## config.mk

```make
export PLATFORM = sky130hd
export DESIGN_NAME = fetch_unit
export DESIGN_NICKNAME = d
export VERILOG_FILES = /design/src/rtl/fetch_unit_pkg.sv /design/src/rtl/fetch_unit_fifo.sv /design/src/rtl/fetch_unit.sv
export SDC_FILE = /design/constraint.sdc
export NUM_CORES = 1
export LEC_CHECK = 0
export ABC_CLOCK_PERIOD_IN_PS = 5500
export CAP_MARGIN = 5
export CORE_MARGIN = 2
export CORE_UTILIZATION = 45
export DETAILED_ROUTE_END_ITERATION = 16
export DONT_BUFFER_PORTS = 1
export PLACE_DENSITY = 0.58
export SLEW_MARGIN = 20
export SYNTH_ARGS = -nofsm -noshare
export SYNTH_HDL_FRONTEND = slang
export SYNTH_SLANG_ARGS = --single-unit
```

## constraint.sdc

```tcl
create_clock -name clk -period 5.5 [get_ports clk]
set_input_delay 0.55 -clock clk [delete_from_list [all_inputs] [get_ports clk]]
set_output_delay 0.55 -clock clk [all_outputs]
set_load 0.1 [all_outputs]
```

## src/rtl/fetch_unit_pkg.sv

```systemverilog
// Shared definitions for the instruction-fetch stage: state encoding,
// fetch-buffer entry layout and default configuration constants.
package fetch_unit_pkg;

    typedef enum logic [1:0] {
        FETCH,
        WAIT,
        DRAIN,
        HALT
    } fetch_state_t;

    localparam int unsigned DEFAULT_ADDR_W       = 64;
    localparam int unsigned DEFAULT_DATA_W       = 32;
    localparam int unsigned DEFAULT_STEP         = 4;
    localparam logic [63:0] DEFAULT_RESET_VECTOR = '0;

    // Entry layout at the default widths; the top builds the same shape at its own widths.
    typedef struct packed {
        logic [DEFAULT_ADDR_W-1:0] pc;
        logic [DEFAULT_DATA_W-1:0] instr;
    } fetch_entry_t;

endpackage

```

## src/rtl/fetch_unit_fifo.sv

```systemverilog
// fetch_fifo: synchronous FIFO holding fetched {pc, instr} entries.
// Flush empties the buffer and overrides any push or pop in the same cycle.
module fetch_fifo
    import fetch_unit_pkg::*;
#(
    parameter type         T     = fetch_entry_t,
    parameter int unsigned DEPTH = 4
) (
    input  logic                     clk,
    input  logic                     reset,
    input  logic                     push,
    input  logic                     pop,
    input  logic                     flush,
    input  T                         wdata,
    output T                         rdata,
    output logic [$clog2(DEPTH):0]   count,
    output logic                     full,
    output logic                     empty
);

    localparam int unsigned AW = $clog2(DEPTH);
    localparam int unsigned CW = AW + 1;

    T               mem [DEPTH];
    logic [AW-1:0]  rd_ptr;
    logic [AW-1:0]  wr_ptr;
    logic           do_push;
    logic           do_pop;

    assign empty   = (count == '0);
    assign full    = (count == CW'(DEPTH));
    assign do_pop  = pop && !empty;
    assign do_push = push && (!full || do_pop);
    assign rdata   = mem[rd_ptr];

    // Pointer and occupancy bookkeeping; DEPTH is a power of two so pointers wrap naturally.
    always_ff @(posedge clk) begin
        if (reset || flush) begin
            rd_ptr <= '0;
            wr_ptr <= '0;
            count  <= '0;
        end else begin
            if (do_push) wr_ptr <= wr_ptr + AW'(1);
            if (do_pop)  rd_ptr <= rd_ptr + AW'(1);
            unique case ({do_push, do_pop})
                2'b10:   count <= count + CW'(1);
                2'b01:   count <= count - CW'(1);
                default: ;
            endcase
        end
    end

    // Entry storage; contents need no reset because count gates visibility.
    always_ff @(posedge clk) begin
        if (do_push && !flush) mem[wr_ptr] <= wdata;
    end

endmodule

```

## src/rtl/fetch_unit.sv

```systemverilog
// fetch_unit: PC register, single-outstanding instruction fetch, buffered
// delivery to decode over valid/ready, with redirect/flush and halt.
// Optional macro FETCH_MISALIGN_CHECK_EN: align redirect targets to STEP and
// raise a sticky misaligned flag for unaligned targets.
module fetch_unit
    import fetch_unit_pkg::*;
#(
    parameter int unsigned          ADDR_W       = DEFAULT_ADDR_W,
    parameter int unsigned          DATA_W       = DEFAULT_DATA_W,
    parameter int unsigned          STEP         = DEFAULT_STEP,
    parameter logic [ADDR_W-1:0]    RESET_VECTOR = ADDR_W'(DEFAULT_RESET_VECTOR),
    parameter int unsigned          DEPTH        = 4
) (
    input  logic                clk,
    input  logic                reset,
    output logic                mem_req,
    output logic [ADDR_W-1:0]   mem_addr,
    input  logic                mem_ack,
    input  logic [DATA_W-1:0]   mem_rdata,
    input  logic                redirect_valid,
    input  logic [ADDR_W-1:0]   redirect_pc,
    input  logic                halt,
    output logic                out_valid,
    input  logic                out_ready,
    output logic [ADDR_W-1:0]   out_pc,
    output logic [DATA_W-1:0]   out_instr,
    output logic                halted,
    output logic                misaligned
);

    localparam int unsigned CW = $clog2(DEPTH) + 1;

    typedef struct packed {
        logic [ADDR_W-1:0] pc;
        logic [DATA_W-1:0] instr;
    } entry_t;

    fetch_state_t       state;
    fetch_state_t       state_nxt;
    logic [ADDR_W-1:0]  pc;
    logic [ADDR_W-1:0]  pc_nxt;
    logic [ADDR_W-1:0]  req_addr;
    logic               halt_pend;
    logic               halt_pend_nxt;
    logic               req_c;
    logic               issue;
    logic               push;
    logic               flush;
    logic               pop;
    logic [ADDR_W-1:0]  redirect_target;
    logic [CW-1:0]      fifo_count;
    logic               fifo_full;
    logic               fifo_empty;
    logic               can_issue;
    entry_t             push_entry;
    entry_t             head_entry;

`ifdef FETCH_MISALIGN_CHECK_EN
    localparam logic [ADDR_W-1:0] STEP_MASK = ADDR_W'(STEP - 1);

    assign redirect_target = redirect_pc & ~STEP_MASK;

    // Sticky flag for any redirect whose target is not a multiple of STEP.
    always_ff @(posedge clk) begin
        if (reset)
            misaligned <= 1'b0;
        else if (redirect_valid && ((redirect_pc & STEP_MASK) != '0))
            misaligned <= 1'b1;
    end
`else
    assign redirect_target = redirect_pc;
    assign misaligned      = 1'b0;
`endif

    // The outstanding request is always retired before a new one is issued,
    // so checking occupancy at issue time guarantees room for the push.
    assign can_issue = (fifo_count < CW'(DEPTH));

    // The address is held in req_addr once issued because a redirect
    // overwrites pc while the old request is still draining.
    assign mem_addr  = (state == FETCH) ? pc : req_addr;
    assign mem_req   = req_c && !reset;
    assign issue     = (state == FETCH) && req_c;
    assign halted    = (state == HALT);

    assign pop        = out_valid && out_ready;
    assign push_entry = '{pc: mem_addr, instr: mem_rdata};
    assign out_valid  = !fifo_empty;
    assign out_pc     = head_entry.pc;
    assign out_instr  = head_entry.instr;

    // State, PC, pending-halt and in-flight address registers.
    always_ff @(posedge clk) begin
        if (reset) begin
            state     <= FETCH;
            pc        <= RESET_VECTOR;
            halt_pend <= 1'b0;
            req_addr  <= '0;
        end else begin
            state     <= state_nxt;
            pc        <= pc_nxt;
            halt_pend <= halt_pend_nxt;
            if (issue) req_addr <= pc;
        end
    end

    // Next-state, request and buffer-control decode; redirect dominates.
    always_comb begin
        state_nxt     = state;
        pc_nxt        = pc;
        halt_pend_nxt = halt_pend;
        req_c         = 1'b0;
        push          = 1'b0;
        flush         = 1'b0;
        unique case (state)
            FETCH: begin
                if (redirect_valid) begin
                    flush  = 1'b1;
                    pc_nxt = redirect_target;
                end else if (halt) begin
                    state_nxt = HALT;
                end else if (can_issue) begin
                    req_c = 1'b1;
                    if (mem_ack) begin
                        push   = 1'b1;
                        pc_nxt = pc + ADDR_W'(STEP);
                    end else begin
                        state_nxt = WAIT;
                    end
                end
            end
            WAIT: begin
                req_c = 1'b1;
                if (redirect_valid) begin
                    flush         = 1'b1;
                    pc_nxt        = redirect_target;
                    halt_pend_nxt = 1'b0;
                    state_nxt     = mem_ack ? FETCH : DRAIN;
                end else if (mem_ack) begin
                    push          = 1'b1;
                    pc_nxt        = pc + ADDR_W'(STEP);
                    halt_pend_nxt = 1'b0;
                    state_nxt     = (halt_pend || halt) ? HALT : FETCH;
                end else if (halt) begin
                    halt_pend_nxt = 1'b1;
                end
            end
            DRAIN: begin
                req_c = 1'b1;
                if (redirect_valid) begin
                    flush         = 1'b1;
                    pc_nxt        = redirect_target;
                    halt_pend_nxt = 1'b0;
                    if (mem_ack) state_nxt = FETCH;
                end else if (mem_ack) begin
                    halt_pend_nxt = 1'b0;
                    state_nxt     = (halt_pend || halt) ? HALT : FETCH;
                end else if (halt) begin
                    halt_pend_nxt = 1'b1;
                end
            end
            HALT: begin
                if (redirect_valid) begin
                    flush     = 1'b1;
                    pc_nxt    = redirect_target;
                    state_nxt = FETCH;
                end
            end
            default: state_nxt = FETCH;
        endcase
    end

    fetch_fifo #(
        .T     (entry_t),
        .DEPTH (DEPTH)
    ) u_fifo (
        .clk   (clk),
        .reset (reset),
        .push  (push),
        .pop   (pop),
        .flush (flush),
        .wdata (push_entry),
        .rdata (head_entry),
        .count (fifo_count),
        .full  (fifo_full),
        .empty (fifo_empty)
    );

    a_no_overflow: assert property (@(posedge clk) disable iff (reset)
        !(push && !flush && fifo_full && !pop));

endmodule

```

== Yosys cells after proc, flatten, opt, wreduce, memory -nomap -nowiden ==
Memories as Yosys holds them, arrays and structs flattened. A register that Yosys moved wholly into a read port is not among the register bits.
Index checks and enable logic that the tools add are counted.

* RAM bits: 384
* Latch bits: 0
* Memories kept: 1
* Word-level logic and storage cells: 91
* Output and inout port bits: 164
* Register bits after elaboration: 138
* Memory bits (read-only): 0
* Input port bits: 102

{| class="wikitable"
|+ Memories
! name !! words !! width !! read ports !! clocked after Yosys merged registers in !! wr ports !! line !! source
|-
| u_fifo.mem || 4 || 96 || 1 || 1 || 1 || fetch_unit_fifo.sv:24 || <nowiki>T mem [DEPTH];</nowiki>
|}

* Equality and inequality tests: 14
* Shift-type cells: 0
* Muxes and demuxes: 40
* $mul: 0
* Bitwise logic cells: 0
* Divide/modulo/power cells: 0
* Add/subtract/negate cells: 5
* Order comparisons: 1
* Reduce and logical (&&, ||, !) cells: 23

{| class="wikitable"
|+ Operators by type and width
! operator !! number
|-
| $mux W64 || 7
|-
| $pmux W64 S3 || 1
|-
| $add A64 B3 Y64 const B || 1
|-
| $mux W2 || 13
|-
| $mux W1 || 15
|-
| $ne A3 B3 Y1 const B || 5
|-
| $pmux W2 S4 || 1
|-
| $eq A2 B2 Y1 const B || 3
|-
| $logic_and A1 B1 Y1 || 6
|-
| $pmux W3 S2 || 1
|-
| $reduce_and A5 Y1 || 1
|-
| $add A2 B1 Y2 const B || 2
|-
| $eq A2 B1 Y1 const B || 2
|-
| $logic_not A1 Y1 || 4
|-
| $ne A2 B2 Y1 const B || 2
|-
| $pmux W1 S2 || 2
|-
| $reduce_or A2 Y1 || 2
|-
| $reduce_or A4 Y1 || 1
|-
| $add A3 B1 Y3 const B || 1
|-
| $eq A3 B3 Y1 const B || 1
|-
| $logic_not A3 Y1 || 1
|-
| $logic_or A1 B1 Y1 || 3
|-
| $lt A3 B3 Y1 const B || 1
|-
| $reduce_and A3 Y1 || 1
|-
| other kinds (6) || 6
|}

== Logic depth before layout (Yosys ltp) ==
Gate-level depths: netlist (run 1).

* Word-level depth: 9
* Depth in mapped cells: 11
* Depth with buffers taken out: 9

== Hierarchy ==
From an unflattened synthesis (run 1), not the netlist that was laid out.

* Cell total of the unflattened synthesis: 1607
* Area total of the unflattened synthesis: 22353.9 µm²

{| class="wikitable"
|+ Modules (own cells, without submodules)
! module !! instances !! cells an instance !! seq. area each (µm²) !! area an instance (µm²)
|-
| fetch_fifo || 1 || 568 || 11711.2 || 14423.8
|-
| fetch_unit || 1 || 1039 || 2622.5 || 7930.1
|}

== Worst setup path after synthesis (run 1) ==
OpenSTA, ideal clock, no wires.

* Path kind: input to register
* Start: input halt
* End: memory u_fifo.mem[0][0] in the netlist's numbering, enable pin
* Path slack: 1.092 ns
* Cell stages on the path: 3
* Arrival time: 3.943 ns
* Library setup time: 0.466 ns
* Path buffers: 0
* Required time: 5.034 ns
* Path through: or3b_2 a211oi_1 and2_1

* Word-level cells in the longest chain between the ends: 7

{| class="wikitable"
|+ Ends and longest elaborated chain
! item !! line !! source
|-
| from (decl) || fetch_unit.sv:22 || <nowiki>input logic halt,</nowiki>
|-
| $mux W1 || fetch_unit.sv:120 || <nowiki>end else if (halt) begin</nowiki>
|-
| $mux W1 || fetch_unit.sv:117 || <nowiki>if (redirect_valid) begin</nowiki>
|-
| $pmux W1 S2 || fetch_unit.sv:115 || <nowiki>unique case (state)</nowiki>
|-
| $logic_and A1 B1 Y1 || fetch_unit_fifo.sv:33 || <nowiki>assign do_push = push && (!full || do_pop);</nowiki>
|-
| $logic_and A1 B1 Y1 || fetch_unit_fifo.sv:55 || <nowiki>if (do_push && !flush) mem[wr_ptr] <= wdata;</nowiki>
|-
| $mux W1 || fetch_unit_fifo.sv:55 ||
|-
| $mux W1 (not written as such) || fetch_unit_fifo.sv:55 ||
|-
| to (decl) || fetch_unit_fifo.sv:24 ||
|}

Every way passes these cells.

== Final worst setup path (run 1) ==
* Start: register state[0]
* End: output mem_req

* Word-level cells in the longest chain between the ends: 4
* Elaborated cells on any way between the ends: 6
* Those cells by class: eq/ne: 2; mux: 1; reduce/logical: 3

{| class="wikitable"
|+ Ends and longest elaborated chain
! item !! line !! source
|-
| from (decl) || fetch_unit.sv:38 || <nowiki>fetch_state_t state;</nowiki>
|-
| from (signal assigned) || fetch_unit.sv:100 || <nowiki>state <= state_nxt;</nowiki>
|-
| $eq A2 B2 Y1 or $eq A2 B1 Y1 (tied branches) || fetch_unit.sv:115 ||
|-
| $reduce_or A2 Y1 (no line) || n/a ||
|-
| $pmux W1 S2 * || fetch_unit.sv:115 ||
|-
| $logic_and A1 B1 Y1 * || fetch_unit.sv:82 || <nowiki>assign mem_req = req_c && !reset;</nowiki>
|-
| to (decl) || fetch_unit.sv:16 || <nowiki>output logic mem_req,</nowiki>
|}

Every way passes the cells marked *; elsewhere a longest branch is shown, timed or not.

==> results of run 1 <==
==> cell usage in the layout (no fill, tap or decap), types with 25 or more instances in the layout <==
| cell type | count |
|---|---|
| a21oi_1 | 93 |
| clkbuf_16 | 55 |
| dfxtp_1 | 138 |
| edfxtp_1 | 384 |
| mux2_2 | 64 |
| mux4_2 | 96 |
| nand2_1 | 200 |
| nand3_1 | 47 |
| nand4_1 | 40 |
| nor2_1 | 66 |
| nor3_1 | 26 |
| nor4_1 | 25 |
| o21ai_0 | 29 |
==> sequential cells by signal, summed over array words and instances, names as in the netlist, named ones only <==
register	cells
halt_pend	1
pc	64
req_addr	64
state	2
u_fifo.count	3
u_fifo.mem	384
u_fifo.rd_ptr	2
u_fifo.wr_ptr	2
==> logic make-up after synthesis <==
| kind of cell | Yosys count | synth area share |
|---|---|---|
| AOI/OAI and AO/OA | 241 | 0.0697 |
| xor gates and xnor gates | 5 | 0.00198 |
| adders and majority gates | 10 | 0.00599 |
| buffers and inverters | 137 | 0.0286 |
| DFF | 524 | 0.647 |
| muxes | 174 | 0.136 |
| other | 1 | 0.000169 |
| and+or+nand+nor | 495 | 0.110 |
==> power by group <==
group / leakage (nW) / internal (mW) / switching (mW)
clock network: 0.900 / 2.25 / 1.53
logic: 2.26 / 0.350 / 1.63
registers: 4.70 / 4.47 / 0.149
==> how the worst max path moves through the flow <==
stage / startpoint / to / slack (ns) / cells past startpoint
finish: state[0]$_SDFFE_PP0P_ / mem_req / 1.52 / 6
global route: state[0]$_SDFFE_PP0P_ / mem_req / 1.30 / 6
CTS: state[0]$_SDFFE_PP0P_ / mem_req / 1.42 / 6
detailed placement: state[1]$_SDFFE_PP0P_ / req_addr[15]$_SDFFE_PP0P_ / 2.05 / 9
global placement: state[0]$_SDFFE_PP0P_ / mem_req / 2.15 / 6
floorplan: halt / u_fifo.mem[0][0]$_DFFE_PP_ / 1.09 / 3
==> area by class of cell <==
class | instances | area (um^2) | area share
inverter | 18 | 67.6 | 0.00273
clock buffer | 68 | 1460 | 0.0587
multi-input combinational | 926 | 7260 | 0.293
sequential | 524 | 14300 | 0.579
timing repair buffer | 43 | 423 | 0.0171
antenna | 9 | 22.5 | 0.000908
clock inverter | 34 | 387 | 0.0156
tap | 664 | 831 | 0.0335
==> cells in the mapped netlist (4+ instances only) <==
master	count
o211ai_1	13
mux2i_1	14
nand4_1	40
nand2b_1	5
nand2_1	200
a211oi_1	10
a21oi_1	93
and3_1	14
or4_1	7
nand3_1	47
nor2_1	68
buf_1	18
o31ai_1	6
o21ai_0	29
inv_1	18
a22oi_1	15
buf_6	4
clkbuf_8	7
o21a_1	5
clkbuf_1	77
a311oi_1	8
nor4_1	26
nor4b_1	4
nor3_1	27
and2_1	11
edfxtp_1	384
or3_1	20
ha_1	9
mux4_2	96
buf_2	11
dfxtp_1	140
a31oi_1	19
mux2_2	64
==> routing by layer <==
| layer | vias up | wire length [um] |
|---|---|---|
| li1 | 6149 | - |
| met1 | 6868 | 24600 |
| met2 | 497 | 25900 |
| met3 | 96 | 5260 |
| met4 | 14 | 1160 |
| met5 | - | 80 |
==> worst register-to-register path, stage by stage, from the launching register on <==
cell      delay (ns)
dfxtp_1         0.33
inv_1           0.14
ha_4            0.44
buf_4           0.55
nor4b_1         0.31
o21bai_1        0.19
nor2_4          0.61
buf_4           0.50
nand2_1         0.11
a21oi_1         0.15
==> impl_metrics.env, run 1 <==
export IMPL_status="finished clean"
export IMPL_core_um2=48700
export IMPL_finalSetupViolCount=0
export IMPL_gp_congestion=0.882
export IMPL_busiest_layer="met2"
export IMPL_dp_hpwl_um=37000
export IMPL_tns_ns=0
export IMPL_grt_util_met1=0.307
export IMPL_cts_hold_buf=15
export IMPL_slew_viol_final=0
export IMPL_hold_class="in -> reg"
export IMPL_overflow=0
export IMPL_cts_resized=0
export IMPL_worst_slack_ns=1.52
export IMPL_path_cells="inv_1, ha_4, buf_4, nor4b_1, o21bai_1, nor2_2"
export IMPL_post_cts_buffers=0
export IMPL_ys_top_cells_by_area="edfxtp_1 (52%), dfxtp_1 (13%), mux4_2 (9.8%)"
export IMPL_path_clk_slew_ns=0.06
export IMPL_ys_flop_type="edfxtp_1"
export IMPL_viasPerCell=5.96
export IMPL_grt_max_degree=128
export IMPL_grt_pass1_vias=13200
export IMPL_rsz0062_at_grt="false"
export IMPL_drv_cap=0
export IMPL_r2r_end="req_addr[15]$_SDFFE_PP0P_"
export IMPL_antenna_left=0
export IMPL_power_mw=10.4
export IMPL_placed_cell_area_um2=22800
export IMPL_cts_buffers=55
export IMPL_yosys_area_top_type="edfxtp_1"
export IMPL_worstHoldPathCells=1
export IMPL_drt_initial_drc_count=1097
export IMPL_cp_arrival_ns=3.43
export IMPL_fin_worst_skew_ns=0.0174
export IMPL_r2r_slack_ns=2.10
export IMPL_synth_area_per_cell_um2=14.0
export IMPL_synth_top_area_share=0.520
export IMPL_route_detailed_drc=0
export IMPL_min_to="pc[11]$_SDFFE_PP0P_"
export IMPL_cts_buffer_depth=3
export IMPL_dp_slack_ns=2.05
export IMPL_power_density_nw_per_um2=419
export IMPL_cp_required_ns=4.95
export IMPL_path_buf_inv=2
export IMPL_postLayoutCellArea_um2=24800
export IMPL_drt_wl_total_um=57100
export IMPL_syn_to_final_growth_pct=11.9
export IMPL_holdCritStartpoint="reset"
export IMPL_netlist_instances=1587
export IMPL_crit_path_end_kind="primary output"
export IMPL_die_area_um2=51000
export IMPL_wl_per_cell_um=25.0
export IMPL_timing_rr_start="state[0]$_SDFFE_PP0P_"
export IMPL_die_w_um=226
export IMPL_synth_cell_type_count=81
export IMPL_reg2regPathDepth=9
export IMPL_fmax_mhz=251
export IMPL_path_max_fanout=44
export IMPL_use_met3=0.0736
export IMPL_critical_path_class="reg -> out"
export IMPL_finish_utilization=0.509
export IMPL_synth_area_um2=22200
export IMPL_critPathLaunchType="flip-flop"
export IMPL_relSlewSlack=0.264
export IMPL_num_vias=13600
export IMPL_grt_pass1_wl_um=85100
export IMPL_clk_latency_ns=0.60
export IMPL_ir_drop_mv=0.224
export IMPL_fin_cells=2286
export IMPL_synth_edf_count=384
export IMPL_synth_warning_count=0
export IMPL_drive_gt1_frac=0.192
export IMPL_cp_slowest_cell="nor2_2"
export IMPL_hold_slack_ns=0.0282
export IMPL_port_buffers=0
export IMPL_grtUsageTotal=0.222
export IMPL_nFillCells=4052
export IMPL_gr_usage_met2=0.333
export IMPL_drtPass1Iterations=5
export IMPL_htree_levels=2
export IMPL_synth_seq_cells=524
export IMPL_antenna_found_initial=15
export IMPL_yosysSeqAreaShare=0.647
export IMPL_post_place_cells=2160
export IMPL_fin_crit_ns=3.98
export IMPL_leakagePower_nw=7.86
export IMPL_synth_nets=1699
export IMPL_hold_viol=0
export IMPL_cts_root_buf="clkbuf_16"
export IMPL_start_util=0.455
export IMPL_async_flop_share=0
export IMPL_io_pins=266
export IMPL_rows=81
export IMPL_worst_pin_slew_ns=1.10
export IMPL_post_route_period_util=0.724
export IMPL_die_y_um=226
export IMPL_nets=1680
export IMPL_cts_tree="done"
export IMPL_clock_sinks=524
export IMPL_cp_top_family="simple AND/OR/NAND/NOR gates"
export IMPL_max_stage_delay_ns=0.87
Note: power is estimated with default switching activity, not from simulation.
==> inputs of run 2 (changes only) <==
ABC_CLOCK_PERIOD_IN_PS = 4150   (was 5500)
clock period = 4.15 ns   (was 5.5 ns; I/O delays follow)
==> impl_metrics.env, run 2 (same netlist as run 1, synthesis figures left out) <==
export IMPL_power_density_nw_per_um2=541
export IMPL_worst_pin_slew_ns=0.980
export IMPL_antenna_found_initial=11
export IMPL_die_w_um=226
export IMPL_cts_resized=0
export IMPL_post_place_cells=2164
export IMPL_syn_to_final_growth_pct=13.4
export IMPL_die_y_um=226
export IMPL_path_max_fanout=53
export IMPL_cp_arrival_ns=2.92
export IMPL_wl_per_cell_um=24.6
export IMPL_finish_utilization=0.516
export IMPL_post_route_period_util=0.804
export IMPL_path_buf_inv=2
export IMPL_rsz0062_at_grt="false"
export IMPL_fmax_mhz=300
export IMPL_cts_root_buf="clkbuf_16"
export IMPL_layout_common_cells="edfxtp_1 (384), nand2_1 (200), dfxtp_1 (138), mux4_2 (96), a21oi_1 (93)"
export IMPL_largest_register_ffs=384
export IMPL_clk_latency_ns=0.61
export IMPL_htree_levels=2
export IMPL_slew_viol_final=0
export IMPL_cts_hold_buf=52
export IMPL_hold_viol=0
export IMPL_dp_slack_ns=1.18
export IMPL_drive_gt1_frac=0.186
export IMPL_tns_ns=0
export IMPL_relSlewSlack=0.347
export IMPL_grtUsageTotal=0.222
export IMPL_status="finished clean"
export IMPL_viasPerCell=5.95
export IMPL_largest_register="u_fifo.mem"
export IMPL_dp_hpwl_um=36000
export IMPL_num_vias=13800
export IMPL_port_buffers=0
export IMPL_cp_required_ns=3.73
export IMPL_hold_slack_ns=0.0321
export IMPL_nets=1719
export IMPL_start_util=0.455
export IMPL_drv_cap=0
export IMPL_critical_path_class="reg -> out"
export IMPL_worst_slack_ns=0.811
export IMPL_cp_slowest_cell="mux2_2"
export IMPL_die_area_um2=51000
export IMPL_clock_sinks=524
export IMPL_finalSetupViolCount=0
export IMPL_overflow=0
export IMPL_cts_buffers=53
export IMPL_cts_tree="done"
export IMPL_leakagePower_nw=7.98
export IMPL_fin_worst_skew_ns=0.0262
export IMPL_cp_top_family="buffers and inverters"
export IMPL_max_stage_delay_ns=0.73
export IMPL_grt_pass1_wl_um=85400
export IMPL_crit_path_end_kind="primary output"
export IMPL_rows=81
export IMPL_critPathLaunchType="flip-flop"
export IMPL_fin_crit_ns=3.34
export IMPL_path_cells="inv_1, ha_4, buf_4, mux2_2"
export IMPL_cts_buffer_depth=3
export IMPL_path_clk_slew_ns=0.07
export IMPL_grt_pass1_vias=13400
export IMPL_drt_wl_total_um=57100
export IMPL_drtPass1Iterations=5
export IMPL_top_regs="u_fifo.mem x384, pc x64, req_addr x64"
export IMPL_grt_max_degree=109
export IMPL_drt_initial_drc_count=1064
export IMPL_ir_drop_mv=0.304
export IMPL_route_detailed_drc=0
export IMPL_post_cts_buffers=0
export IMPL_nFillCells=4035
export IMPL_antenna_left=0
export IMPL_final_common_cell="edfxtp_1"
export IMPL_gp_congestion=0.925
export IMPL_core_um2=48700
export IMPL_io_pins=266
export IMPL_hold_class="in -> reg"
export IMPL_fin_cells=2320
-- run 2: changes by cell type in the layout (fill, tap and decap cells not counted), moves of 2 or more --
cell           change
clkbuf_1           +3
clkinv_8           +2
dlygate4sd3_1     +36
clkbuf_16          -2
diode_2            -4
clkinv_2           -4
clkinvlp_2         +2
buf_12             +5
bufinv_16          -3
-- run 2: metal layers --
metal / global-route usage / routed length [um]
met5: 0 / 63
met4: 0.0647 / 1390
met3: 0.0640 / 4860
met2: 0.346 / 26600
met1: 0.302 / 24100
-- run 2: final cells by class --
class,count,area (um^2),share of cell area
Tap cell,664,831,0.0331
Inverter,18,67.6,0.00269
Antenna cell,5,12.5,0.000498
Clock buffer,69,1420,0.0564
Clock inverter,30,309,0.0123
Sequential cell,524,14300,0.571
Timing Repair Buffer,84,903,0.0359
Multi-Input combinational cell,926,7250,0.288
-- run 2: path summary, 6_finish.rpt --
kind / startpoint / endpoint / slack [ns] / cells past startpoint
setup / recovery: state[0]$_SDFFE_PP0P_ / mem_addr[61] / 0.81 / 4
hold / removal: redirect_pc[48] / pc[48]$_SDFFE_PP0P_ / 0.03 / 2
setup reg to reg: state[0]$_SDFFE_PP0P_ / u_fifo.mem[1][90]$_DFFE_PP_ / 1.17 / 6
hold reg to reg: req_addr[23]$_SDFFE_PP0P_ / req_addr[23]$_SDFFE_PP0P_ / 0.45 / 2
-- run 2: metrics by stage --
stage               cell area, um^2  total power [mW]
floorplan                     22200              8.45
global placement              22900              8.85
detailed placement            22900              8.88
CTS                           25100              13.7
global route                  25100              14.0
finish                        25100              13.6
-- run 2: worst reg2reg max path, stage by stage (launching register included) --
cell	delay, ns
dfxtp_1	0.33
inv_1	0.14
ha_4	0.36
or3b_2	0.51
a211oi_1	0.40
and2_4	0.50
buf_12	0.30
-- run 2: power by group --
part           total, mW  switching (mW)  internal, mW
Combinational       2.72            2.21         0.509
Clock               4.74            2.02          2.73
Sequential          6.12           0.193          5.92
Total               13.6            4.43          9.16
